### config.mk
export PLATFORM = sky130hd
export DESIGN_NAME = mult_16_seq
export DESIGN_NICKNAME = d
export VERILOG_FILES = /design/src/rtl/mult_16_seq.sv
export SDC_FILE = /design/constraint.sdc
export NUM_CORES = 1
export LEC_CHECK = 0
export CORE_MARGIN = 2
export CORE_UTILIZATION = 40
export CTS_CLUSTER_DIAMETER = 60
export DETAILED_ROUTE_END_ITERATION = 7
export GPL_TIMING_DRIVEN = 0
export RECOVER_POWER = 50
export SLEW_MARGIN = 20
export SYNTH_ARGS = -nofsm -noshare
export SYNTH_HDL_FRONTEND = slang
export SYNTH_HIERARCHICAL = 1
export SYNTH_SLANG_ARGS = --single-unit
### constraint.sdc
create_clock -name clk -period 5.16 [get_ports clk]
set_input_delay 1.032 -clock clk [delete_from_list [all_inputs] [get_ports clk]]
set_output_delay 1.032 -clock clk [all_outputs]
set_load 0.005 [all_outputs]
### src/rtl/mult_16_seq.sv
// ============================================================================
// mult_16_seq : sequential unsigned 16x16->32 shift-and-add multiplier
//               built around a single adder_16 instance.
// Revision    : 1.0
// ============================================================================
`default_nettype none

module adder_16 (
  input  logic [15:0] a,
  input  logic [15:0] b,
  input  logic        c_in,
  output logic [15:0] sum,
  output logic        c_out
);

  assign {c_out, sum} = {1'b0, a} + {1'b0, b} + {16'h0000, c_in};

endmodule

module mult_16_seq (
  input  logic        clk,
  input  logic        reset,
  input  logic        start,
  input  logic [15:0] a,
  input  logic [15:0] b,
  output logic        busy,
  output logic        done,
  output logic [31:0] product
);

  typedef enum logic [1:0] {
    IDLE = 2'd0,
    CALC = 2'd1,
    DONE = 2'd2
  } state_t;

  state_t      state, state_nxt;
  logic [15:0] mcand, mcand_nxt;
  logic [32:0] acc, acc_nxt;
  logic [3:0]  cnt, cnt_nxt;
  logic [31:0] product_nxt;

  logic [15:0] add_a;
  logic [15:0] add_sum;
  logic        add_cout;

  assign add_a = acc[0] ? mcand : 16'h0000;

  adder_16 u_adder (
    .a     (add_a),
    .b     (acc[31:16]),
    .c_in  (1'b0),
    .sum   (add_sum),
    .c_out (add_cout)
  );

  assign busy = (state == CALC);
  assign done = (state == DONE);

  always_ff @(posedge clk) begin
    if (reset) begin
      state   <= IDLE;
      mcand   <= 16'h0000;
      acc     <= 33'h0;
      cnt     <= 4'h0;
      product <= 32'h0;
    end else begin
      state   <= state_nxt;
      mcand   <= mcand_nxt;
      acc     <= acc_nxt;
      cnt     <= cnt_nxt;
      product <= product_nxt;
    end
  end

  always_comb begin
    state_nxt   = state;
    mcand_nxt   = mcand;
    acc_nxt     = acc;
    cnt_nxt     = cnt;
    product_nxt = product;

    case (state)
      IDLE, DONE: begin
        state_nxt = IDLE;
        if (start) begin
          mcand_nxt = a;
          acc_nxt   = {17'h0, b};
          cnt_nxt   = 4'h0;
          state_nxt = CALC;
        end
      end

      CALC: begin
        // Add then shift right; bit 32 is cleared by every shift.
        acc_nxt = {acc[32] & 1'b0, add_cout, add_sum, acc[15:1]};
        cnt_nxt = cnt + 4'h1;
        if (cnt == 4'hF) begin
          product_nxt = acc_nxt[31:0];
          state_nxt   = DONE;
        end
      end

      default: state_nxt = IDLE;
    endcase
  end

endmodule

`default_nettype wire

* Yosys cells after proc, flatten, opt, wreduce, memory -nomap -nowiden
Index checks and enable logic that the tools add are counted.
Widths: inputs -> output; s select.
** Operators by class
- Add/subtract/negate cells :: 2
- Eq/ne operators :: 5
- Multiplexer cells :: 8
- Reductions and logical operators :: 6
** Operator list (count)
- $pmux 32 s2 :: 1
- $mux 32 :: 1
- $add 16x16->17 :: 1
- $mux 16 :: 1
- $pmux 4 s2 :: 1
- $reduce_and 2->1 :: 3
- $add 4x1->4 const B :: 1
- $eq 4x4->1 const B :: 1
- $mux 4 :: 1
- $pmux 2 s2 :: 1
- $eq 2x1->1 const B :: 1
- $eq 2x2->1 const B :: 1
- $logic_not 2->1 :: 1
- $mux 2 :: 1
- $ne 2x1->1 const B :: 1
- $ne 2x2->1 const B :: 1
- $reduce_bool 2->1 :: 1
- $reduce_or 2->1 :: 1
- $mux 1 :: 1
** Storage, ports and cells
- Flip-flop bits (word level) :: 86
- Bits of input ports :: 35
- Output and inout bits :: 34
- Word-level logic and storage cells :: 26

* Logic depth before layout (Yosys ltp)
Gate-level depths: netlist (run 1).
- Depth in word-level cells :: 4
- Mapped depth :: 11

* Modules after synthesis
The synthesis (run 1) kept the hierarchy.
** By module, submodules not included
- mult_16_seq :: instances 1, cells an instance 334, area an instance 3188.1 um^2
- adder_16 :: instances 1, cells an instance 94, area an instance 747.0 um^2

* Worst setup path after synthesis (run 1)
No wires, ideal clock.
- Kind :: register to register
- Start :: reg acc[0]
- End :: reg product[29]
- Library setup time :: 0.117 ns
- Arrival time :: 2.499 ns
- Data required time :: 5.043 ns
- Setup slack :: 2.544 ns
- Stages on the path, launching flop included :: 10
- Buffers on the path :: 0
- Clock period less this slack :: 2.616 ns
- Path through :: dfxtp_1 > and2_1 > fa_1 > fa_1 > a21o_1 > a221o_2 > a21oi_2 > a21oi_1 > xor2_1 > a22o_1
** Between the ends
- Word-level cells in the longest chain between the ends :: 2
** Ends and longest elaborated chain
- start, declared :: line 39 : logic [32:0] acc, acc_nxt;
- start signal, assigned :: line 70 : acc <= acc_nxt;
- $mux 16 :: line 47 : assign add_a = acc[0] ? mcand : 16'h0000;
- via add_a[0] :: line 43 : logic [15:0] add_a;
- $add 16x16->17 :: line 16 : assign {c_out, sum} = {1'b0, a} + {1'b0, b} + {16'h0000, c_in};
- via add_sum[14] :: line 44 : logic [15:0] add_sum;
- end signal, assigned :: line 72 : product <= product_nxt;
- end, declared :: line 28 : output logic [31:0] product
The timed path passes the listed nets, and every way through them passes these cells.
A chain may end at the register's enable or synchronous reset.

* Worst setup path in the final report (run 1)
- Start :: reg state[1]
- End :: out busy
** Between the ends
- Word-level cells in the longest chain between the ends :: 1
** Ends and longest elaborated chain
- start, declared :: line 37 : state_t state, state_nxt;
- start signal, assigned :: line 68 : state <= state_nxt;
- $eq 2x1->1 :: line 57 : assign busy = (state == CALC);
- end, declared :: line 26 : output logic busy,
No other way between the ends.

==> metrics, run 1 <==
status=completed; TritonCTS Sinks=86; Post-DRT Antenna Nets=0; # setup viols final=0; Total GRT Usage=0.188; combinational family with the most area after synthesis=compound AO/OA/AOI/OAI gates; R2R setup slack=2.20 ns; RR Startpoint=acc[0]; slowest CP cell=clkdlybuf4s50_1; die footprint=10600 µm²; clk_lat worst skew=0.37 ns; Synth-to-Final Area Change=25.2%; Async SR Flop Fraction=0; dpl hpwl=6930 µm; first-pass GRT wire length=15600 µm; Max clock buf depth=2; Reg area=1720 µm²; vias in the first global route=3164; Power Dens Cells=258 nW/µm²; critical path depth in cells=6; r2r worst-path depth=9; peak supply drop=133 µV; H-tree depth=3; XOR/XNOR Fraction of Synth Area=0.0312; row count=36; CTS tree=yes; 1st-pass router iterations=5; Die Span Y=103 µm; top cells by count, synth=86 x dfxtp_1, 63 x a21oi_1, 51 x nand2_1; worst path required time=4.13 ns; largest cells by area after synthesis=dfxtp_1 44%, a21oi_1 8.0%, a22o_1 7.1%, ha_1 5.1%, nand2_1 4.9%; min cycle time layout=2.99 ns; global route overflow=0; post-cts sizing count=0; max cap viols=0; critical path startpoint=state[1]; Syn Std Cell Area=3940 µm²; ys flop type=dfxtp_1; hold_sp=mcand[10]; CTS root buf=clkbuf_8; CTS Buf Count=9; Vias/cell=5.21; CP Capture Type=primary output; DRC viols=0; worst clock skew=0.0132 ns; crit-path most repeated cell=buf_6; Placer Congestion=0.831; largest net degree at the start of global routing=17; most frequent cell after synthesis=dfxtp_1; Synth Area in Compound Gates=0.247; sequential share of the synthesized area=0.438; slew margin rel.=0.468; Yosys top cell area share=0.438; WHS Path Cells=2; crit path DAT=1.95 ns; Initial Utilization=0.408; die width=103 µm; Yosys top cell by area=dfxtp_1; Starting DRT DRC Count=158; total I/O pin count=69; Post-synth EDFFs=0; postcts setup bufs=0; Mapped Nets=481; Worst-path clk slew=0.09 ns; synth unique cells=44; Worst Hold Class=reg -> reg; Vias=3359; Routed Wire Length=9590 µm; Pleak=1.94 nW; CP peak stage delay=0.55 ns; layout cell share with drive strength beyond 1=0.0859; period utilisation layout=0.579; synth warn=6; Simple-Gate Fraction of Synth Area=0.162; type of the worst setup path=reg -> out; drt wl/cell=14.9 µm; diode count=0; Synth Register Bits=86; final-layout fill cell count=958; average size of a mapped cell=9.19 µm²; Max FO, Critical Path=10; number of hold buffers added after CTS=0; cell count after synthesis=428; mux cell area share after synthesis=0.00572; Multi-input gate area=1990 µm²; FMAX=335 MHz; RSZ-0062 raised after global routing=no; Final Hold Viols=0; fin nets=560; initial antenna violation count=0; CP Buf/Inv Count=5; Max Slew Vio Count=0; port buffer count=68; total power=0.00127 W; Startpoint Class=flop; setup TNS=0 ns; Top delay family on crit path=buffers and inverters; Worst Max-Slew Pin Slew=0.791 ns; core area=9640 µm²; post-synthesis adder-cell area fraction=0.0610; critical path cell sequence=nand2b_1 -> buf_6 -> inv_4 -> buf_6 -> buf_2 -> clkdlybuf4s50_1
-- report_power, final --
| group | leakage (nW) | switching [W] | internal [W] |
|---|---|---|---|
| Clock | 0.0877 | 0.000263 | 0.000181 |
| Sequential | 0.698 | 0.0000128 | 0.000682 |
| Combinational | 1.15 | 0.0000747 | 0.0000586 |
| Total | 1.94 | 0.000351 | 0.000921 |
-- layout by cell type, fill, tap and decap left out, drive strengths merged, types with 6 or more instances in the layout --
cell / n
a21o: 9
a21oi: 65
a22o: 32
a22oi: 17
and2: 16
buf: 18
clkbuf: 24
clkdlybuf4s50: 67
dfxtp: 86
ha: 16
nand2: 51
nand3: 37
nor2: 7
xnor2: 8
xor2: 6
-- area by class of cell --
type,instances,share of cell area
inverters,1,0.00127
well taps,133,0.0338
repair buffers,68,0.138
flip-flops and latches,86,0.349
clock buffers,9,0.0251
clock inverters,7,0.0117
multi-input cells,308,0.404
plain buffers,33,0.0366
-- routing by layer --
layer  vias up  global-route usage  part of all wire
li1       1701                   -                 -
met1      1578               0.271              0.50
met2        69               0.283              0.45
met3        11              0.0370             0.039
met4         0              0.0607             0.012
met5         -                   0                 0
-- stage by stage --
stage	setup slack, ns	cell area (µm²)	hold WS, ns	util	cells
6_report	2.17	4930	0.454	0.511	645
5_1_grt	2.05	4930	0.475	0.511	645
4_1_cts	2.13	4960	0.455	0.515	645
3_5_place_dp	2.24	4780	0.443	0.496	629
3_3_place_gp	2.23	4780	0.440	0.496	629
2_1_floorplan	2.54	3940	0.432	-	428
-- cells by family after synthesis --
family,count (synthesis)
xor+xnor,14
mux,2
fa+ha+maj,18
other cells,1
flops,86
buf+inv,34
simple gates,131
compound gates,142
-- final timing paths --
check,endpoint
worst min register to register,mcand[10]
worst min-delay path,mcand[10]
worst max-delay path,busy
worst max register to register,product[29]
-- flip-flops by register name (all words and copies together) (netlist names) --
name	cells
cnt	4
acc	32
mcand	16
product	32
state	2
-- worst min-delay path: stages (launching register included) --
cell	delay (ns)
dfxtp_1	0.31
nand2_1	0.05
a21oi_1	0.05
(Power assumes the default switching activity.)
==> run 2: changes to the inputs <==
Settings changed: PLACE_DENSITY set to 0.66.
Clock period 5.16 ns to 2.51 ns, I/O delays scaled along.
==> run 2 against run 1 <==
Effect of this change: the flow now finishes with violations (setup timing); wire length rose by 0.57%; utilization grew 1.5 points; count of clock-buffer cells in the layout did not move; register-to-register slack worse by 2.3 ns; largest power group unchanged.
==> metrics, run 2 (synthesized netlist as in run 1, its figures left out) <==
Final Hold Viols=0; drt wl/cell=14.9 µm; RSZ-0062 raised after global routing=yes; port buffer count=68; most frequent cells in the layout=85 x dfxtp_1, 67 x clkdlybuf4s50_1, 61 x a21oi_1, 51 x nand2_1, 37 x nand3_1; hold_sp=mcand[6]; 1st-pass router iterations=5; r2r worst-path depth=9; dpl hpwl=6980 µm; global route overflow=0; most common cell after layout, fill and taps aside=dfxtp_1; H-tree depth=3; clk_lat worst skew=0.36 ns; Place WS=-0.297 ns; RR Startpoint=acc[0]; max cap viols=0; CTS Buf Count=9; Vias/cell=5.29; Startpoint Class=flop; failing checks=setup timing; type of the worst setup path=reg -> reg; worst clock skew=0.0142 ns; Post-DRT Antenna Nets=0; period utilisation layout=1.05; Worst Hold Class=reg -> reg; crit path DAT=2.90 ns; die width=103 µm; R2R setup slack=-0.14 ns; Die Span Y=103 µm; Total GRT Usage=0.185; initial antenna violation count=0; Vias=3422; Hold EP=mcand[6]; CTS root buf=clkbuf_8; Synth-to-Final Area Change=28.9%; Max Slew Vio Count=0; largest net degree at the start of global routing=17; Worst-path clk slew=0.09 ns; # setup viols final=9; Starting DRT DRC Count=189; fin nets=562; Max FO, Critical Path=4; total I/O pin count=69; reg2reg end=product[29]; layout cell share with drive strength beyond 1=0.125; Pleak=1.98 nW; CTS tree=yes; Worst Max-Slew Pin Slew=0.954 ns; post-route design area=5070 µm²; CP Capture Type=flop; Placer Congestion=0.858; row count=36; Largest regs=acc (32), product (32), mcand (16); Initial Utilization=0.408; peak supply drop=326 µV; fin worst setup slack=-0.136 ns; min cycle time layout=2.65 ns; Routed Wire Length=9650 µm; status=finished with violations; FMAX=378 MHz; diode count=0; worst path required time=2.76 ns; core area=9640 µm²; WHS Path Cells=2; setup TNS=-0.760 ns; die footprint=10600 µm²; Power Dens Cells=535 nW/µm²; total power=0.00272 W; DRC viols=0; vias in the first global route=3259; placed inst area=4790 µm²; TritonCTS Sinks=86; final-layout fill cell count=934; slew margin rel.=0.359; first-pass GRT wire length=15500 µm; Hold WS=0.453 ns; Max clock buf depth=2
## run 2: worst max path at each step
| stage | startpoint | end | cells after the start |
|---|---|---|---|
| floorplan | acc[16] | product[29] | 8 |
| global placement | acc[0] | product[29] | 9 |
| detailed placement | acc[0] | acc[29] | 10 |
| CTS | acc[0] | product[29] | 9 |
| global route | acc[0] | acc[23] | 10 |
| finish | acc[0] | product[29] | 9 |
## run 2: final cells by class
type	instances	area, µm²	area share
sequential	86	1730	0.340
timing repair buffer	73	722	0.142
inverter	1	6.26	0.00123
clock buffer	9	124	0.0244
buffer	30	173	0.0340
multi-input combinational	308	2080	0.409
clock inverter	7	81.3	0.0160
tap	133	166	0.0328
## run 2: report_power, final
| group | internal (W) | total [W] | switching (W) |
|---|---|---|---|
| Combinational | 0.000122 | 0.000279 | 0.000156 |
| Clock | 0.000476 | 0.00101 | 0.000533 |
| Sequential | 0.00140 | 0.00143 | 0.0000261 |
## run 2: worst max-delay path, cell delays in order, from the launching register on
cell and delay (ns):
dfxtp_4 0.37, and2_4 0.14, fa_2 0.40, fa_2 0.37, a21o_1 0.18, a221o_2 0.41, a21oi_4 0.20, a21oi_2 0.09
xor2_2 0.16, a22o_1 0.22
## run 2: through the flow
stage,util,instances
after floorplan,-,428
after global placement,0.497,629
after detailed placement,0.497,629
after CTS,0.525,649
after global routing,0.526,647
final,0.526,647
## run 2: timing repair
item                       CTS  global route
hold buffers                 0             0
setup endpoints to repair   16            18
resized for setup            9            12
cloned                       0             0
setup buffers                4             1
pin swaps                    7             3
## run 2: per-layer routing
| metal | GRT usage | routed length [µm] | vias up |
|---|---|---|---|
| met5 | 0 | 0 | - |
| met4 | 0.0709 | 143 | 0 |
| met3 | 0.0242 | 254 | 12 |
| met2 | 0.300 | 4450 | 61 |
| met1 | 0.251 | 4800 | 1644 |
| li1 | - | - | 1705 |
